File: src/rtl/rst_controller_mc_pkg.sv
// Shared definitions for the multi-domain reset controller: cause codes,
// register offsets, access-size encodings and release-sequencer states.
package rst_controller_mc_pkg;

    localparam int XLEN        = 32;
    localparam int BUS_W       = 32;
    localparam int BUS_ACC_CNT = 3;
    localparam int ACC_W       = $clog2(BUS_ACC_CNT);
    localparam int RST_SIZE    = 16;

    typedef enum logic [1:0] {
        CAUSE_POR   = 2'd0,
        CAUSE_SW    = 2'd1,
        CAUSE_FAULT = 2'd2,
        CAUSE_WDT   = 2'd3
    } rst_cause_e;

    typedef enum logic [ACC_W-1:0] {
        ACC_BYTE,
        ACC_HALF,
        ACC_WORD
    } acc_size_e;

    localparam logic [31:0] OFF_CTRL  = 32'h0;
    localparam logic [31:0] OFF_CAUSE = 32'h4;
    localparam logic [31:0] OFF_FADDR = 32'h8;
    localparam logic [31:0] OFF_WDT   = 32'hC;

    localparam int CTRL_HOLD_LSB = 8;

    typedef enum logic [1:0] {
        SEQ_HOLD,
        SEQ_REL,
        SEQ_RUN
    } seq_state_e;

endpackage

File: src/rtl/rst_controller_mc_release_seq.sv
// Hold/stagger release sequencer: produces the mask of released domains,
// domain 0 first, and accepts a new reset trigger only once fully running.
module rst_release_seq
    import rst_controller_mc_pkg::*;
#(
    parameter int N_DOM    = 4,
    parameter int HOLD_CYC = 16,
    parameter int STAGGER  = 4
) (
    input  logic             clk,
    input  logic             rst,
    input  logic             trig,
    output logic [N_DOM-1:0] released,
    output logic             running
);

    localparam int CNT_MAX = (HOLD_CYC > STAGGER) ? HOLD_CYC : STAGGER;
    localparam int CNT_W   = $clog2(CNT_MAX + 1);
    localparam int IDX_W   = (N_DOM > 1) ? $clog2(N_DOM) : 1;

    seq_state_e       state, state_n;
    logic [CNT_W-1:0] cnt, cnt_n;
    logic [IDX_W-1:0] idx, idx_n, idx_inc;
    logic [N_DOM-1:0] rel_n;

    always_ff @(posedge clk or posedge rst) begin
        if (rst) begin
            state    <= SEQ_HOLD;
            cnt      <= CNT_W'(HOLD_CYC - 1);
            idx      <= '0;
            released <= '0;
        end else begin
            state    <= state_n;
            cnt      <= cnt_n;
            idx      <= idx_n;
            released <= rel_n;
        end
    end

    always_comb begin
        state_n = state;
        cnt_n   = cnt;
        idx_n   = idx;
        rel_n   = released;
        idx_inc = idx + IDX_W'(1);
        case (state)
            SEQ_HOLD: begin
                rel_n = '0;
                if (cnt == '0) begin
                    rel_n[0] = 1'b1;
                    idx_n    = '0;
                    cnt_n    = CNT_W'(STAGGER - 1);
                    state_n  = (N_DOM == 1) ? SEQ_RUN : SEQ_REL;
                end else begin
                    cnt_n = cnt - CNT_W'(1);
                end
            end
            SEQ_REL: begin
                // Releasing the last domain is what makes the block RUN.
                if (cnt == '0) begin
                    idx_n          = idx_inc;
                    rel_n[idx_inc] = 1'b1;
                    cnt_n          = CNT_W'(STAGGER - 1);
                    if (idx_inc == IDX_W'(N_DOM - 1)) state_n = SEQ_RUN;
                end else begin
                    cnt_n = cnt - CNT_W'(1);
                end
            end
            SEQ_RUN: begin
                if (trig) begin
                    state_n = SEQ_HOLD;
                    cnt_n   = CNT_W'(HOLD_CYC - 1);
                    rel_n   = '0;
                end
            end
            default: state_n = SEQ_HOLD;
        endcase
    end

    assign running = (state == SEQ_RUN);

endmodule

File: src/rtl/rst_controller_mc.sv
// Multi-domain reset controller with bus register window and sticky cause log.
// Optional watchdog at 0xC is built only when RST_WDT_EN is defined.
module rst_controller_mc
    import rst_controller_mc_pkg::*;
#(
    parameter int N_DOM    = 4,
    parameter int HOLD_CYC = 16,
    parameter int STAGGER  = 4,
    parameter int ADDR_W   = 4
) (
    input  logic              clk,
    input  logic              rst,
    input  logic [ADDR_W-1:0] addr,
    input  logic              w_rb,
    input  logic [ACC_W-1:0]  acc,
    input  logic [BUS_W-1:0]  wdata,
    output logic [BUS_W-1:0]  rdata,
    input  logic              req,
    output logic              resp,
    output logic              fault,
    input  logic              soc_fault,
    input  logic [7:0]        soc_fault_cause,
    input  logic [XLEN-1:0]   soc_fault_addr,
    output logic [N_DOM-1:0]  rst_o
);

    logic [31:0]         addr_ext;
    logic                sel_ctrl, sel_cause, sel_faddr, sel_wdt;
    logic                bus_err, wr_ok, sw_req;
    logic                fault_trig, wdt_trig, sw_trig, trig, wdt_expire;
    logic [BUS_W-1:0]    rd_val;
    logic [N_DOM-1:0]    hold_bits, released;
    logic                running;
    logic [RST_SIZE-1:0] cause;
    logic [XLEN-1:0]     faddr;

`ifdef RST_WDT_EN
    logic [31:0] wdt_reload, wdt_cnt;
`endif

    assign addr_ext = 32'(addr);

    always_comb begin
        sel_ctrl  = (addr_ext == OFF_CTRL);
        sel_cause = (addr_ext == OFF_CAUSE);
        sel_faddr = (addr_ext == OFF_FADDR);
        sel_wdt   = 1'b0;
`ifdef RST_WDT_EN
        sel_wdt   = (addr_ext == OFF_WDT);
`endif
        bus_err = (acc != ACC_WORD) || (addr[1:0] != 2'b00) ||
                  !(sel_ctrl || sel_cause || sel_faddr || sel_wdt) ||
                  (w_rb && (sel_cause || sel_faddr));
        rd_val = '0;
        if (sel_ctrl)       rd_val[CTRL_HOLD_LSB +: N_DOM] = hold_bits;
        else if (sel_cause) rd_val = BUS_W'(cause);
        else if (sel_faddr) rd_val = BUS_W'(faddr);
`ifdef RST_WDT_EN
        else if (sel_wdt)   rd_val = wdt_reload;
`endif
    end

    // Triggers are honoured only in RUN; priority FAULT > WDT > SW.
    assign wr_ok      = req && w_rb && !bus_err;
    assign sw_req     = wr_ok && sel_ctrl && wdata[0];
    assign fault_trig = running && soc_fault;
    assign wdt_trig   = running && !soc_fault && wdt_expire;
    assign sw_trig    = running && !soc_fault && !wdt_expire && sw_req;
    assign trig       = fault_trig || wdt_trig || sw_trig;

    always_ff @(posedge clk or posedge rst) begin
        if (rst) begin
            resp      <= 1'b0;
            fault     <= 1'b0;
            rdata     <= '0;
            hold_bits <= '0;
            cause     <= '0;
            faddr     <= '0;
        end else begin
            resp  <= req;
            fault <= req && bus_err;
            rdata <= (req && !w_rb && !bus_err) ? rd_val : '0;
            if (wr_ok && sel_ctrl) hold_bits <= wdata[CTRL_HOLD_LSB +: N_DOM];
            if (fault_trig) begin
                cause <= {soc_fault_cause, 6'b0, CAUSE_FAULT};
                faddr <= soc_fault_addr;
            end else if (wdt_trig) begin
                cause[1:0] <= CAUSE_WDT;
            end else if (sw_trig) begin
                cause[1:0] <= CAUSE_SW;
            end
        end
    end

`ifdef RST_WDT_EN
    // Counter fires on the cycle it would step from 1 to 0; frozen at reload outside RUN.
    assign wdt_expire = running && (wdt_reload != '0) && (wdt_cnt == 32'd1);

    always_ff @(posedge clk or posedge rst) begin
        if (rst) begin
            wdt_reload <= '0;
            wdt_cnt    <= '0;
        end else if (wr_ok && sel_wdt) begin
            wdt_reload <= wdata;
            wdt_cnt    <= wdata;
        end else if (!running || trig) begin
            wdt_cnt <= wdt_reload;
        end else if (wdt_reload != '0) begin
            wdt_cnt <= wdt_cnt - 32'd1;
        end
    end
`else
    logic unused_wdata;
    assign wdt_expire   = 1'b0;
    assign unused_wdata = ^wdata;
`endif

    rst_release_seq #(
        .N_DOM    (N_DOM),
        .HOLD_CYC (HOLD_CYC),
        .STAGGER  (STAGGER)
    ) u_seq (
        .clk      (clk),
        .rst      (rst),
        .trig     (trig),
        .released (released),
        .running  (running)
    );

    assign rst_o = ~released | hold_bits;

endmodule

File: config.mk
export PLATFORM = sky130hd
export DESIGN_NAME = rst_controller_mc
export DESIGN_NICKNAME = d
export VERILOG_FILES = /design/src/rtl/rst_controller_mc_pkg.sv /design/src/rtl/rst_controller_mc_release_seq.sv /design/src/rtl/rst_controller_mc.sv
export SDC_FILE = /design/constraint.sdc
export NUM_CORES = 1
export LEC_CHECK = 0
export CAP_MARGIN = 20
export CORE_AREA = 5 5 94 96
export DETAILED_ROUTE_END_ITERATION = 8
export DIE_AREA = 0 0 99 101
export HOLD_SLACK_MARGIN = 0.12
export MAX_ROUTING_LAYER = met4
export PLACE_DENSITY_LB_ADDON = 0.25
export RECOVER_POWER = 50
export SLEW_MARGIN = 10
export SYNTH_ARGS = -nofsm -noshare
export SYNTH_HDL_FRONTEND = slang
export SYNTH_SLANG_ARGS = --single-unit
File: constraint.sdc
create_clock -name clk -period 8.9 [get_ports clk]
set_input_delay 1.335 -clock clk [delete_from_list [all_inputs] [get_ports clk]]
set_output_delay 1.335 -clock clk [all_outputs]
set_load 0.005 [all_outputs]
==> results_dict.tcl, run 1 <==
set metrics [dict create \
    startpoint "addr[1]" \
    critical_path_required_ns 9.20 \
    die_w_microns 99 \
    ys_types 46 \
    netlist_instances 284 \
    dp_hpwl_microns 5240 \
    endpoint "rdata[29]" \
    nets 470 \
    rsz0062_at_grt "no" \
    numCtsBuffers 9 \
    fmax_mhz 284 \
    drc 0 \
    setup_violations 0 \
    start_kind "input port" \
    hp-class "reg -> reg" \
    hold_viol_final 0 \
    final_max_slew_viol_count 0 \
    holdBufCountCts 0 \
    hold_path_depth 1 \
    vias 2460 \
    crit_type "in -> reg" \
    firstDrtPassIters 4 \
    hold_start "faddr[18]" \
    slew_headroom_pct 29.1 \
    ios 121 \
    finalCritPeriodShare_pct 39.6 \
    syn_area_sq_mm 0.00380 \
    drtIter0Drc 47 \
    row_count 33 \
    overflow 0 \
    switching_power_mw 0.339 \
    yosys_most_used_dff "dfrtp_1" \
    cts_tree "done" \
    viasPerCell 5.04 \
    comb_power_share_pct 24.2 \
    clk_path_buf_depth 2 \
    rrSetupSlack_ns 6.66 \
    dpl_cell_area_sq_mm 0.00483 \
    wl_microns 7420 \
    grt.total_usage_pct 16.2 \
    arrival_ns 3.82 \
    ir_drop_uv 120 \
    layout-area-overhead-vs-synth_pct 32.4 \
    cts_root_buffer "clkbuf_8" \
    synth_seq_cells 93 \
    syn_area_per_cell_sq_um 13.4 \
    dieArea_sq_mm 0.0100 \
    die_y_microns 101 \
    async_reset_ff_share_pct 100 \
    cts_resized 0 \
    antenna_found_initial 0 \
    fin_crit_ns 3.52 \
    fin_area_sq_mm 0.00503 \
    power-per-cell-area_mw_per_mm2 237 \
    postCtsSetupBuffers 0 \
    intPower_mw 0.853 \
    synth_seq_area_share_pct 61.4 \
    grt_max_degree 73 \
    wl_per_cell_microns 15.2 \
    r2r-start "u_seq.cnt[0]" \
    rr_worst_depth 5 \
    gp_congestion 0.798 \
    diodes 0 \
    max-cap-violations 0 \
    fin_skew_ns 0.0114 \
    core_area_sq_mm 0.00797 \
    r2r-end "u_seq.idx[1]" \
    swShare_pct 28.5 \
    drive_gt1_share_pct 18.3 \
    seqPwrFrac_pct 50.8 \
    cts_sinks 93 \
    critPathMaxFanout 22 \
    insertion_delay_ns 0.35 \
    syn_nets 376 \
    synth_edf_count 0 \
    grt_pass1_vias 2533 \
    ant_nets 0 \
    worstSetupEndpointType "flip-flop" \
    io_buffers 93 \
    status "completed" \
    clkSlewWorstSetupHoldPaths_ns 0.10 \
    worst_pin_slew_ns 1.05 \
    grt_pass1_wl_microns 12400 \
    p_leak_nw 2.36 \
    htreeDepth 3 \
    start_util_pct 47.7 \
    ys_warn_count 0 \
    final.setup.tns_ns 0 \
    clkPwrFrac_pct 25.0 \
]
==> critical path: stages <==
cell,delay [ns]
clkdlybuf4s50_1,0.43
nor4b_1,0.85
nand3b_1,0.55
nor2b_1,0.23
buf_4,0.25
and2_1,0.16
==> worst min path at each step <==
stage	slack [ns]	endpoint
final	0.47	rdata[18]
after global routing	0.51	rdata[28]
after CTS	0.48	rdata[18]
after detailed placement	0.46	rdata[22]
after global placement	0.45	rdata[29]
after floorplan	0.45	cause[1]
==> flip-flops by register name, summed over array words and instances (netlist names) <==
| register | count |
|---|---|
| rdata | 32 |
| resp | 1 |
| u_seq.cnt | 5 |
| u_seq.state | 2 |
| u_seq.idx | 2 |
| hold_bits | 4 |
| faddr | 32 |
| u_seq.released | 4 |
| fault | 1 |
| cause | 10 |
==> cells in the mapped netlist (4+ instances only) <==
master     n  area share (%)
dfrtp_1   89              59
mux2_2    40              12
and2_1    23             3.8
nor2_1    17             1.7
inv_1     10            0.99
nand2_1   10            0.99
ha_1       9             3.0
a21oi_1    7            0.92
a22oi_1    6             1.2
buf_2      5            0.66
mux2i_1    5             1.3
o21ai_1    5            0.66
clkbuf_1   4            0.40
dfstp_2    4             2.8
mux2_1     4             1.2
nand2b_1   4            0.66
nand3_1    4            0.53
==> power groups by stage <==
| stage | clock, mW | sequential [mW] | combinational [mW] |
|---|---|---|---|
| after CTS | 0.306 | 0.606 | 0.295 |
| after detailed placement | 0 | 0.615 | 0.294 |
| after floorplan | 0 | 0.598 | 0.226 |
| after global placement | 0 | 0.608 | 0.282 |
| after global routing | 0.323 | 0.623 | 0.326 |
| final | 0.298 | 0.605 | 0.288 |
==> per-layer routing <==
metal  wire length, microns  up-vias  global-route usage (%)  share of wire (%)
met5                      0        -                       -                  0
met4                     97        0                    5.04                1.3
met3                    325        8                    3.67                4.4
met2                   3790       58                    26.3                 51
met1                   3200     1222                    20.3                 43
li1                       -     1172                       -                  -
==> placed cells by master, fill, tap and decap left out, drive strengths merged, types with 2 or more instances in the layout <==
master / synthesis / routed
nor2: 17 / 17
a21oi: 7 / 7
ha: 9 / 9
buf: 8 / 2
a22oi: 6 / 6
o211ai: 3 / 3
nand3: 4 / 4
inv: 10 / 13
nor3: 2 / 2
mux2: 44 / 44
dlygate4sd3: 0 / 36
nand2: 10 / 10
clkdlybuf4s50: 0 / 57
clkinvlp: 0 / 2
nor2b: 3 / 3
a21boi: 2 / 2
clkbuf: 4 / 10
mux2i: 5 / 5
and2: 23 / 23
dfrtp: 89 / 89
nand4b: 2 / 2
dfstp: 4 / 4
o21ai: 6 / 6
nand2b: 4 / 4
nor4b: 2 / 2
==> per-stage QoR <==
stage               power, mW  util (%)  hold slack [ns]  setup WS, ns  cells
finish                   1.19      63.1            0.471          5.38    488
global route             1.27      63.1            0.507          5.12    488
CTS                      1.21      63.3            0.477          5.72    488
detailed placement      0.909      60.6            0.459          5.36    472
global placement        0.890      60.6            0.454          5.42    472
floorplan               0.823         -            0.447          5.15    284
==> logic make-up (layout without fill, tap and decap cells) <==
group                      count (synthesis)  after routing  synth area share [%]
adders and majority gates                  9              9                  2.96
and+or+nand+nor                           74             74                  11.6
DFF                                       93             93                  61.4
muxes                                     49             49                  14.4
buffers and inverters                     22            121                  2.34
AOI/OAI and AO/OA                         37             37                  7.35
==> layout make-up <==
class | count | area (sq um)
well taps | 105 | 131
flip-flops and latches | 93 | 2330
clock inverters | 6 | 75.1
fillers | 614 | 2940
inverters | 10 | 38.8
clock buffers | 10 | 138
repair buffers | 95 | 946
multi-input cells | 169 | 1370
(Power assumes the default switching activity.)
==> run 2, diff against run 1 <==
CORE_AREA = 5 5 97 99   (was 5 5 94 96)
DIE_AREA = 0 0 102 104   (was 0 0 99 101)
clock period = 3.35 ns   (was 8.9 ns; I/O delays follow)
==> results_dict.tcl, run 2 (same netlist as run 1, synthesis figures left out) <==
set metrics [dict create \
    worstSetupEndpointType "async pin" \
    slew_headroom_pct -13.2 \
    ios 121 \
    firstDrtPassIters 4 \
    ir_drop_uv 253 \
    dp_hpwl_microns 5470 \
    layout-area-overhead-vs-synth_pct 33.0 \
    final_util_pct 59.7 \
    rsz0062_at_grt "no" \
    overflow 0 \
    cts_resized 0 \
    diodes 0 \
    comb_power_share_pct 24.5 \
    worst_path_dominant_cell_family "buffers and inverters" \
    numCtsBuffers 9 \
    ant_nets 0 \
    final_common_cell "dfrtp_1" \
    grt.total_usage_pct 15.5 \
    insertion_delay_ns 0.36 \
    setup_violations 0 \
    viasPerCell 5.03 \
    cts_sinks 93 \
    drc 0 \
    final.setup.tns_ns 0 \
    grt_pass1_wl_microns 12600 \
    wl_per_cell_microns 15.5 \
    worst_pin_slew_ns 1.69 \
    final_cell_mix "89 x dfrtp_1, 74 x clkdlybuf4s50_1, 40 x mux2_2" \
    wl_microns 7660 \
    cts_root_buffer "clkbuf_8" \
    antenna_found_initial 0 \
    clk_path_buf_depth 2 \
    fin_skew_ns 0.0111 \
    dpl_worst_slack_ns 0.594 \
    die_y_microns 104 \
    cp_slowest_stage_delay_ns 0.99 \
    dp_cells 477 \
    p_leak_nw 2.32 \
    cts_tree "done" \
    arrival_ns 2.85 \
    slowest_stage "clkinvlp_2" \
    regArea_sq_mm 0.00233 \
    crit_buf_inv 3 \
    postCtsSetupBuffers 0 \
    max-cap-violations 1 \
    clkPwrFrac_pct 24.8 \
    grt_max_degree 43 \
    holdBufCountCts 0 \
    crit_type "in -> async" \
    vias 2478 \
    cp_cell_sequence "dlygate4sd3_1 > clkinvlp_2 > clkbuf_2" \
    clkSlewWorstSetupHoldPaths_ns 0.11 \
    io_buffers 93 \
    row_count 34 \
    dieArea_sq_mm 0.0106 \
    reg_top3 "faddr x32, rdata x32, cause x10" \
    start_util_pct 44.9 \
    swShare_pct 29.0 \
    finalCritPeriodShare_pct 73.3 \
    intPower_mw 2.25 \
    worst_slack_ns 0.893 \
    failed_checks "max-capacitance violations, max-slew violations" \
    final_max_slew_viol_count 41 \
    fill_cells 720 \
    core_area_sq_mm 0.00847 \
    die_w_microns 102 \
    status "complete, but fails checks" \
    drtIter0Drc 82 \
    seqPwrFrac_pct 50.7 \
    fin_crit_ns 2.46 \
    power-per-cell-area_mw_per_mm2 629 \
    stdcell_count 493 \
    multi_input_area_sq_mm 0.00138 \
    rrSetupSlack_ns 1.26 \
    grt_pass1_vias 2516 \
    drive_gt1_share_pct 19.2 \
    critical_path_required_ns 3.74 \
    hp-class "reg -> reg" \
    nets 472 \
    htreeDepth 3 \
    fmax_mhz 407 \
    hold_viol_final 0 \
    gp_congestion 0.787 \
    start_kind "input port" \
    switching_power_mw 0.923 \
    critPathMaxFanout 40 \
]
## run 2: metrics by stage
| step | total power, mW | hold slack (ns) | area [sq um] |
|---|---|---|---|
| floorplan | 2.19 | 0.447 | 3800 |
| global placement | 2.37 | 0.454 | 4860 |
| detailed placement | 2.43 | 0.460 | 4860 |
| CTS | 3.22 | 0.473 | 5070 |
| global route | 3.39 | 0.482 | 5050 |
| finish | 3.18 | 0.475 | 5050 |
## run 2: per-layer routing
metal / wire [microns] / vias to the layer above / track usage, %
met5: 0 / - / -
met4: 89 / 0 / 4.22
met3: 405 / 8 / 3.69
met2: 3920 / 50 / 24.7
met1: 3250 / 1230 / 19.8
li1: - / 1190 / -
## run 2: power groups by stage
| stage | Clock (mW) | Combinational [mW] | Sequential [mW] |
|---|---|---|---|
| after floorplan | 0 | 0.600 | 1.59 |
| after global placement | 0 | 0.751 | 1.62 |
| after detailed placement | 0 | 0.791 | 1.64 |
| after CTS | 0.812 | 0.793 | 1.61 |
| after global routing | 0.860 | 0.877 | 1.66 |
| final | 0.787 | 0.779 | 1.61 |
## run 2: area by class of cell
class	count	area share, %
inverter	10	0.768
multi-input combinational	169	27.3
clock buffer	9	2.45
timing repair buffer	97	18.9
sequential	93	46.2
clock inverter	7	1.73
tap	108	2.67
## run 2: path summary, 6_finish.rpt
check	cells past startpoint	to	startpoint
min in group asynchronous	2	rdata[20]	rst
max in group clk	6	rdata[30]	addr[1]
hold reg to reg	1	rdata[16]	faddr[16]
setup / recovery	3	cause[13]	rst
setup reg to reg	4	faddr[25]	u_seq.state[0]
hold / removal	1	rdata[16]	faddr[16]
